## src/rtl/adc_iq_rx.sv

```systemverilog
// Interleaved two-channel ADC receiver: locks onto the A/B tag toggle and emits paired samples.
// Optional overrange flag (ovr_clr / ovr_flag) is built when ADC_RX_OVR_EN is defined.
module adc_iq_rx (
  input  logic        clk,
  input  logic        rst,
  input  logic [13:0] adc_data,
  input  logic        adc_sel,
  input  logic        enable,
`ifdef ADC_RX_OVR_EN
  input  logic        ovr_clr,
  output logic        ovr_flag,
`endif
  output logic [13:0] data_out_A,
  output logic [13:0] data_out_B,
  output logic        data_valid,
  output logic        locked,
  output logic        sync_err
);

  typedef enum logic [1:0] {
    IDLE,
    SEARCH,
    LOCKED
  } state_t;

  state_t      state_q, state_d;

  logic [13:0] d_r_q;
  logic        s_r_q;
  logic        s_p_q;
  logic [2:0]  cnt_q, cnt_d;
  logic        a_held_q, a_held_d;
  logic [13:0] hold_a_q, hold_a_d;
  logic [13:0] out_a_q, out_a_d;
  logic [13:0] out_b_q, out_b_d;
  logic        dv_q, dv_d;
  logic        serr_q, serr_d;
  logic        locked_q, locked_d;
  logic        toggle;

  assign toggle = (s_r_q != s_p_q);

  // Input stage: every decision is made on the registered word and tag.
  always_ff @(posedge clk or negedge rst) begin
    if (!rst) begin
      d_r_q <= '0;
      s_r_q <= 1'b0;
      s_p_q <= 1'b0;
    end else begin
      d_r_q <= adc_data;
      s_r_q <= adc_sel;
      s_p_q <= s_r_q;
    end
  end

  always_ff @(posedge clk or negedge rst) begin
    if (!rst) begin
      state_q <= IDLE;
    end else begin
      state_q <= state_d;
    end
  end

  always_comb begin
    state_d = state_q;
    if (!enable) begin
      state_d = IDLE;
    end else begin
      unique case (state_q)
        IDLE:    state_d = SEARCH;
        SEARCH:  if (toggle && (cnt_q == 3'd7)) state_d = LOCKED;
        LOCKED:  if (!toggle) state_d = SEARCH;
        default: state_d = IDLE;
      endcase
    end
  end

  always_comb begin
    cnt_d    = cnt_q;
    a_held_d = a_held_q;
    hold_a_d = hold_a_q;
    out_a_d  = out_a_q;
    out_b_d  = out_b_q;
    dv_d     = 1'b0;
    serr_d   = 1'b0;
    if (!enable) begin
      cnt_d    = '0;
      a_held_d = 1'b0;
    end else begin
      unique case (state_q)
        IDLE: begin
          cnt_d    = '0;
          a_held_d = 1'b0;
        end
        SEARCH: begin
          // Wraps 7 -> 0 on the locking toggle, so the counter is clear in LOCKED.
          cnt_d    = toggle ? cnt_q + 3'd1 : 3'd0;
          a_held_d = 1'b0;
        end
        LOCKED: begin
          if (!toggle) begin
            serr_d   = 1'b1;
            a_held_d = 1'b0;
            cnt_d    = '0;
          end else if (!s_r_q) begin
            hold_a_d = d_r_q;
            a_held_d = 1'b1;
          end else if (a_held_q) begin
            out_a_d  = hold_a_q;
            out_b_d  = d_r_q;
            dv_d     = 1'b1;
            a_held_d = 1'b0;
          end
        end
        default: begin
          cnt_d    = '0;
          a_held_d = 1'b0;
        end
      endcase
    end
  end

  assign locked_d = (state_d == LOCKED);

  always_ff @(posedge clk or negedge rst) begin
    if (!rst) begin
      cnt_q    <= '0;
      a_held_q <= 1'b0;
      hold_a_q <= '0;
      out_a_q  <= '0;
      out_b_q  <= '0;
      dv_q     <= 1'b0;
      serr_q   <= 1'b0;
      locked_q <= 1'b0;
    end else begin
      cnt_q    <= cnt_d;
      a_held_q <= a_held_d;
      hold_a_q <= hold_a_d;
      out_a_q  <= out_a_d;
      out_b_q  <= out_b_d;
      dv_q     <= dv_d;
      serr_q   <= serr_d;
      locked_q <= locked_d;
    end
  end

  assign data_out_A = out_a_q;
  assign data_out_B = out_b_q;
  assign data_valid = dv_q;
  assign locked     = locked_q;
  assign sync_err   = serr_q;

`ifdef ADC_RX_OVR_EN
  logic ovr_flag_q, ovr_flag_d;
  logic ovr_hit;

  function automatic logic is_rail(input logic [13:0] v);
    return (v == 14'h0000) || (v == 14'h3FFF);
  endfunction

  assign ovr_hit = dv_d && (is_rail(hold_a_q) || is_rail(d_r_q));

  // Set has priority over a coincident clear.
  always_comb begin
    ovr_flag_d = ovr_hit | (ovr_flag_q & ~ovr_clr);
  end

  always_ff @(posedge clk or negedge rst) begin
    if (!rst) begin
      ovr_flag_q <= 1'b0;
    end else begin
      ovr_flag_q <= ovr_flag_d;
    end
  end

  assign ovr_flag = ovr_flag_q;
`endif

endmodule

```

## config.mk

```make
export PLATFORM = sky130hd
export DESIGN_NAME = adc_iq_rx
export DESIGN_NICKNAME = d
export VERILOG_FILES = /design/src/rtl/adc_iq_rx.sv
export SDC_FILE = /design/constraint.sdc
export NUM_CORES = 1
export LEC_CHECK = 0
export BUFFER_PORTS_ARGS = -buffer_cell sky130_fd_sc_hd__buf_4
export CAP_MARGIN = 5
export CORE_UTILIZATION = 53
export CTS_CLUSTER_SIZE = 40
export DETAILED_ROUTE_END_ITERATION = 8
export GPL_ROUTABILITY_DRIVEN = 0
export MAX_ROUTING_LAYER = met4
export PLACE_DENSITY = 0.75
export SYNTH_ARGS = -nofsm -noshare
export SYNTH_HDL_FRONTEND = slang
export SYNTH_SLANG_ARGS = --single-unit
```

## constraint.sdc

```tcl
create_clock -name clk -period 2.5 [get_ports clk]
set_input_delay 0.25 -clock clk [delete_from_list [all_inputs] [get_ports clk]]
set_output_delay 0.25 -clock clk [all_outputs]
set_load 0.005 [all_outputs]
```

Word level (Yosys, flattened, before mapping)
Index checks and enable logic that the tools add are counted.
{ "totals": {"word_cells": 44, "reg_bits": 67, "out_inout_bits": 31} }
{ "classes": {"n_eq_ne": 6, "reduce_logical": 4, "n_addsub": 1, "muxes": 20, "bitwise_logic": 1} }
{ "ops": {"columns": ["op", "n"], "rows": [
  ["2-to-1 mux 1 bit", 12],
  ["2-to-1 mux 3 bit", 3],
  ["2-to-1 mux 2 bit", 3],
  ["one-hot mux 2 bit (3 select lines)", 1],
  ["one-hot mux 3 bit (2 select lines)", 1],
  ["AND reduction 5 bit", 1],
  ["equality test 2 bit, second input constant", 2],
  ["AND reduction 4 bit", 1],
  ["adder 3 x 1 -> 3 bit, second input constant", 1],
  ["equality test 3 bit, second input constant", 1],
  ["!= test 3 bit, second input constant", 1],
  ["equality test 2 x 1 -> 1 bit, second input constant", 1],
  ["logical NOT 2 bit", 1],
  ["logical AND 1 bit", 1],
  ["!= test 1 bit", 1],
  ["inverter 1 bit", 1]
]} }

Longest topological paths before layout
{ "depth": {"ltp_word": 6, "ltp_mapped": 7} }

Worst setup path before layout
No wires, ideal clock.
{ "synth_timing": {"path_type": "register -> register", "startpoint": "reg s_r_q", "endpoint": "reg out_a_q[0], in the netlist data_out_A[0]", "arrival_ns": 1.735, "setup_slack_ns": 0.640, "path_stages_with_launch": 8, "required_ns": 2.375, "n_path_buf": 2, "path_cell_list": "dfrtp_1 > inv_1 > ha_1 > nand2b_4 > nor3_4 > buf_6 > buf_12 > mux2_4"} }
{ "synth_via": {"elab_chain_len": 2} }
{ "synth_rtl": {"columns": ["item", "line", "text"], "rows": [
  ["start: declaration", "29", "logic s_r_q;"],
  ["start signal: assignment", "51", "s_r_q <= adc_sel;"],
  ["!= test 1 bit", "41", "assign toggle = (s_r_q != s_p_q);"],
  ["AND reduction 5 bit (no line) *", null, null],
  ["end signal: assignment", "139", "out_a_q <= out_a_d;"],
  ["end: declaration", "34", "logic [13:0] out_a_q, out_a_d;"]
]} }
Every way passes the cells marked *; elsewhere a longest branch is shown, timed or not.
A chain may end at the register's enable or synchronous reset.

Worst setup path after layout
{ "layout_timing": {"startpoint": "reg s_r_q", "endpoint": "reg out_a_q[8], in the netlist data_out_A[8]"} }
The elaborated chain is that of the path after synthesis.

==> reports/summary.json <==
{
  "outcome": {
    "status": "finished with violations",
    "failed_checks": "negative hold slack"
  },
  "finish": {
    "final_cell_mix": "dfrtp_1 (67), buf_4 (49), mux2_2 (33), dlygate4sd3_1 (15), clkbuf_8 (11)",
    "finish.instance_area_um2": 3156,
    "n_antenna_cell": 0,
    "post_route_cells_drive_above_1_share_pct": 50.23,
    "final_net_count": 233,
    "area_growth_syn_to_layout_pct": 29.87,
    "final-instance-count-excl-fill": 269,
    "layout.cells.most_common": "dfrtp_1"
  },
  "place": {
    "placed_standard_cell_area_um2": 2833,
    "detailed_place_hpwl_mm": 2.563,
    "placedCellCount": 238,
    "numPortBuffers": 48,
    "pre_cts_ws_ps": 523.0
  },
  "die": {
    "initial_core_util_pct": 55.42,
    "top_level_ports": 49,
    "core.rowCount": 24,
    "std_cell_core_area_um2": 4384,
    "die_w_um": 69.71,
    "fp.dieH_um": 69.71,
    "die-area_um2": 4859
  },
  "worst_setup_path": {
    "cp_data_arrival_time_ps": 2220,
    "crit_chain": "inv_1, ha_1, nand2b_4, nor3_4, buf_12, mux2_2",
    "data_required_critical_path_ps": 2730,
    "timing.critical_path.buf_inv": 2,
    "worstSetupPathType": "flop to flop",
    "worstSetupEndpointType": "flop",
    "timing.reg2reg.setup_slack_ps": 510,
    "critPathLaunchType": "flop",
    "crit_path_top_delay_cell": "dfrtp_1",
    "cpPeakStageDelay_ps": 430,
    "cp_top_family": "flip-flops",
    "worstPathMaxFanout": 29
  },
  "synthesis": {
    "synth_seq_cells": 67,
    "synth.lib_cells_used.distinct": 19,
    "synth.yosys.seq_area_share_pct": 69.00,
    "yosys_warnings": 0,
    "yosys.area_share.xor_xnor_pct": 0,
    "synth-edff-count": 0,
    "synthArstFlopShare_pct": 100.0,
    "postSynthCellCount": 140,
    "synth_simple_gate_area_share_pct": 4.222,
    "synth-adder-area-share_pct": 1.545,
    "post_synth_mux_area_share_pct": 21.27,
    "postSynthNetCount": 161,
    "synth_top_family_by_area": "multiplexers",
    "post_synth_instance_area_um2": 2430,
    "average_cell_area_after_synthesis_um2": 17.36,
    "dominantRegCellSynth": "dfrtp_1",
    "synth_compound_area_share_pct": 1.442
  },
  "global_route": {
    "pin_count_of_the_biggest_net_entering_global_routing": 68,
    "grt_first_pass_wirelength_mm": 6.844,
    "antenna_violations_before_repair": 0,
    "global_route.usage.total_pct": 19.78,
    "grt_pass1_vias": 1424,
    "gr-total-overflow": 0
  },
  "routing": {
    "vias_per_cell": 5.108,
    "post_detailed_route_count_of_antenna_violating_nets": 0,
    "wl_mm": 4.065,
    "drcViolationCount": 0,
    "dr.first_iter.drc_count": 60,
    "dr_total_vias": 1374,
    "routed_length_per_placed_instance_um": 15.11,
    "drt_first_pass_iters": 3
  },
  "job": {
    "drv.max_cap_violation_count": 0
  },
  "clock_network": {
    "cts_tree": "built",
    "insertion_delay_ps": 340,
    "cts.sink_count": 67,
    "cts_repair_resize_count": 0,
    "clock_pin_slew_worst_setup_and_hold_paths_ps": 70,
    "number_of_buffers_created_by_cts": 9,
    "htree_num_levels": 3,
    "cts-root-to-sink-buffers": 2,
    "root_buffer_cell": "clkbuf_8"
  },
  "power_and_ir_drop": {
    "static-leakage-power_uw": 0.001640,
    "total_power_uw": 1980,
    "vdd_drop_max_uv": 429.3,
    "power_density_nw_per_um2": 627.6
  },
  "sta": {
    "finalSetupViolations": 0,
    "timing.final.hold_violations": 1,
    "report.final.slew_viol_count": 0,
    "max_clock_freq_mhz": 501.7,
    "postLayoutSetupSlackWorst_ps": 506.7,
    "slew_headroom_pct": 46.17,
    "fin_setup_tns_ps": 0,
    "setup_repair_after_global_routing_missed_its_margin": "no",
    "min_period_ps": 1993,
    "timing.final.crit_share_pct": 79.73,
    "worstMarginPinSlew_ps": 807.4,
    "whs_ps": -0.008660,
    "finalClockSkew_ps": 6.356
  },
  "min_path": {
    "hp-class": "input pin to asynchronous set/reset pin"
  }
}
-- logic make-up (layout without fill, tap and decap cells) --
logic type,after synthesis,in the layout
flops,67,67
simple gates,14,14
fa+ha+maj,3,3
mux,43,43
buf+inv,7,84
compound gates,6,6
-- path summary, 6_finish.rpt --
kind | to | cells after the start | start
worst min-delay path | hold_a_q[12] | 1 | rst
worst max-delay path | data_out_A[8] | 6 | s_r_q
worst min register to register | s_p_q | 0 | s_r_q
max in group asynchronous | data_out_B[12] | 1 | rst
worst max register to register | data_out_A[8] | 6 | s_r_q
min in group clk | sync_err | 2 | enable
-- flip-flops by register name, summed over array words and instances (netlist names), 2 cells and up --
| name | count |
|---|---|
| hold_a_q | 14 |
| data_out_B | 14 |
| state_q | 2 |
| cnt_q | 3 |
| data_out_A | 14 |
| d_r_q | 14 |
-- layout make-up --
type	count	area, µm²
clock buffers	14	162.7
well taps	52	65.06
clock inverters	2	10.01
multi-input cells	66	691.9
fillers	293	1229
inverters	3	11.26
repair buffers	65	538.0
flip-flops and latches	67	1677
-- Yosys cell counts (2+ instances only) --
| library cell | count | area share (%) |
|---|---|---|
| a21oi_1 | 2 | 0.41 |
| a22oi_1 | 2 | 0.62 |
| and3_1 | 2 | 0.51 |
| buf_6 | 2 | 0.93 |
| dfrtp_1 | 67 | 69 |
| ha_1 | 3 | 1.5 |
| inv_1 | 3 | 0.46 |
| mux2_2 | 33 | 15 |
| mux2_4 | 9 | 5.6 |
| nor2_1 | 5 | 0.77 |
| nor2b_1 | 2 | 0.51 |
| nor3_4 | 2 | 1.3 |
| o21ai_0 | 2 | 0.41 |
-- worst reg2reg max path, delay by kind of cell, from the launching register on --
kind / cells / cell delay, ps
flip-flops: 1 / 430
AND/OR/NAND/NOR: 2 / 430
multiplexers: 1 / 370
adder cells (fa/ha/maj): 1 / 340
buffers and inverters: 2 / 320
-- metal layers --
metal,up-vias,routed length [µm],track usage [%],share of wire (%)
met5,-,0,-,0
met1,703,1780,24.37,44
met3,8,290,9.738,7.1
met2,39,1933,28.69,48
met4,0,61,6.667,1.5
li1,624,-,-,-
-- report_power, final --
group | internal [µW] | switching (µW) | leakage (µW)
clock network | 412 | 375 | 0.0000905
logic | 42.1 | 36.6 | 0.000655
registers | 1100 | 11.1 | 0.000894
total | 1560 | 422 | 0.00164
-- stage by stage --
stage	hold WS, ps	utilization, %
after CTS	0.5298	71.52
final	-0.008660	71.97
after global placement	359.4	64.61
after global routing	70.41	71.97
after floorplan	-45.59	-
after detailed placement	360.3	64.61
-- what timing repair did --
| item | 4_1_cts | 5_1_grt |
|---|---|---|
| endpoints found under the hold margin | 13 | 2 |
| buffers inserted | 0 | 0 |
| hold buffers | 13 | 2 |
Power figures use the tool's default switching activity.
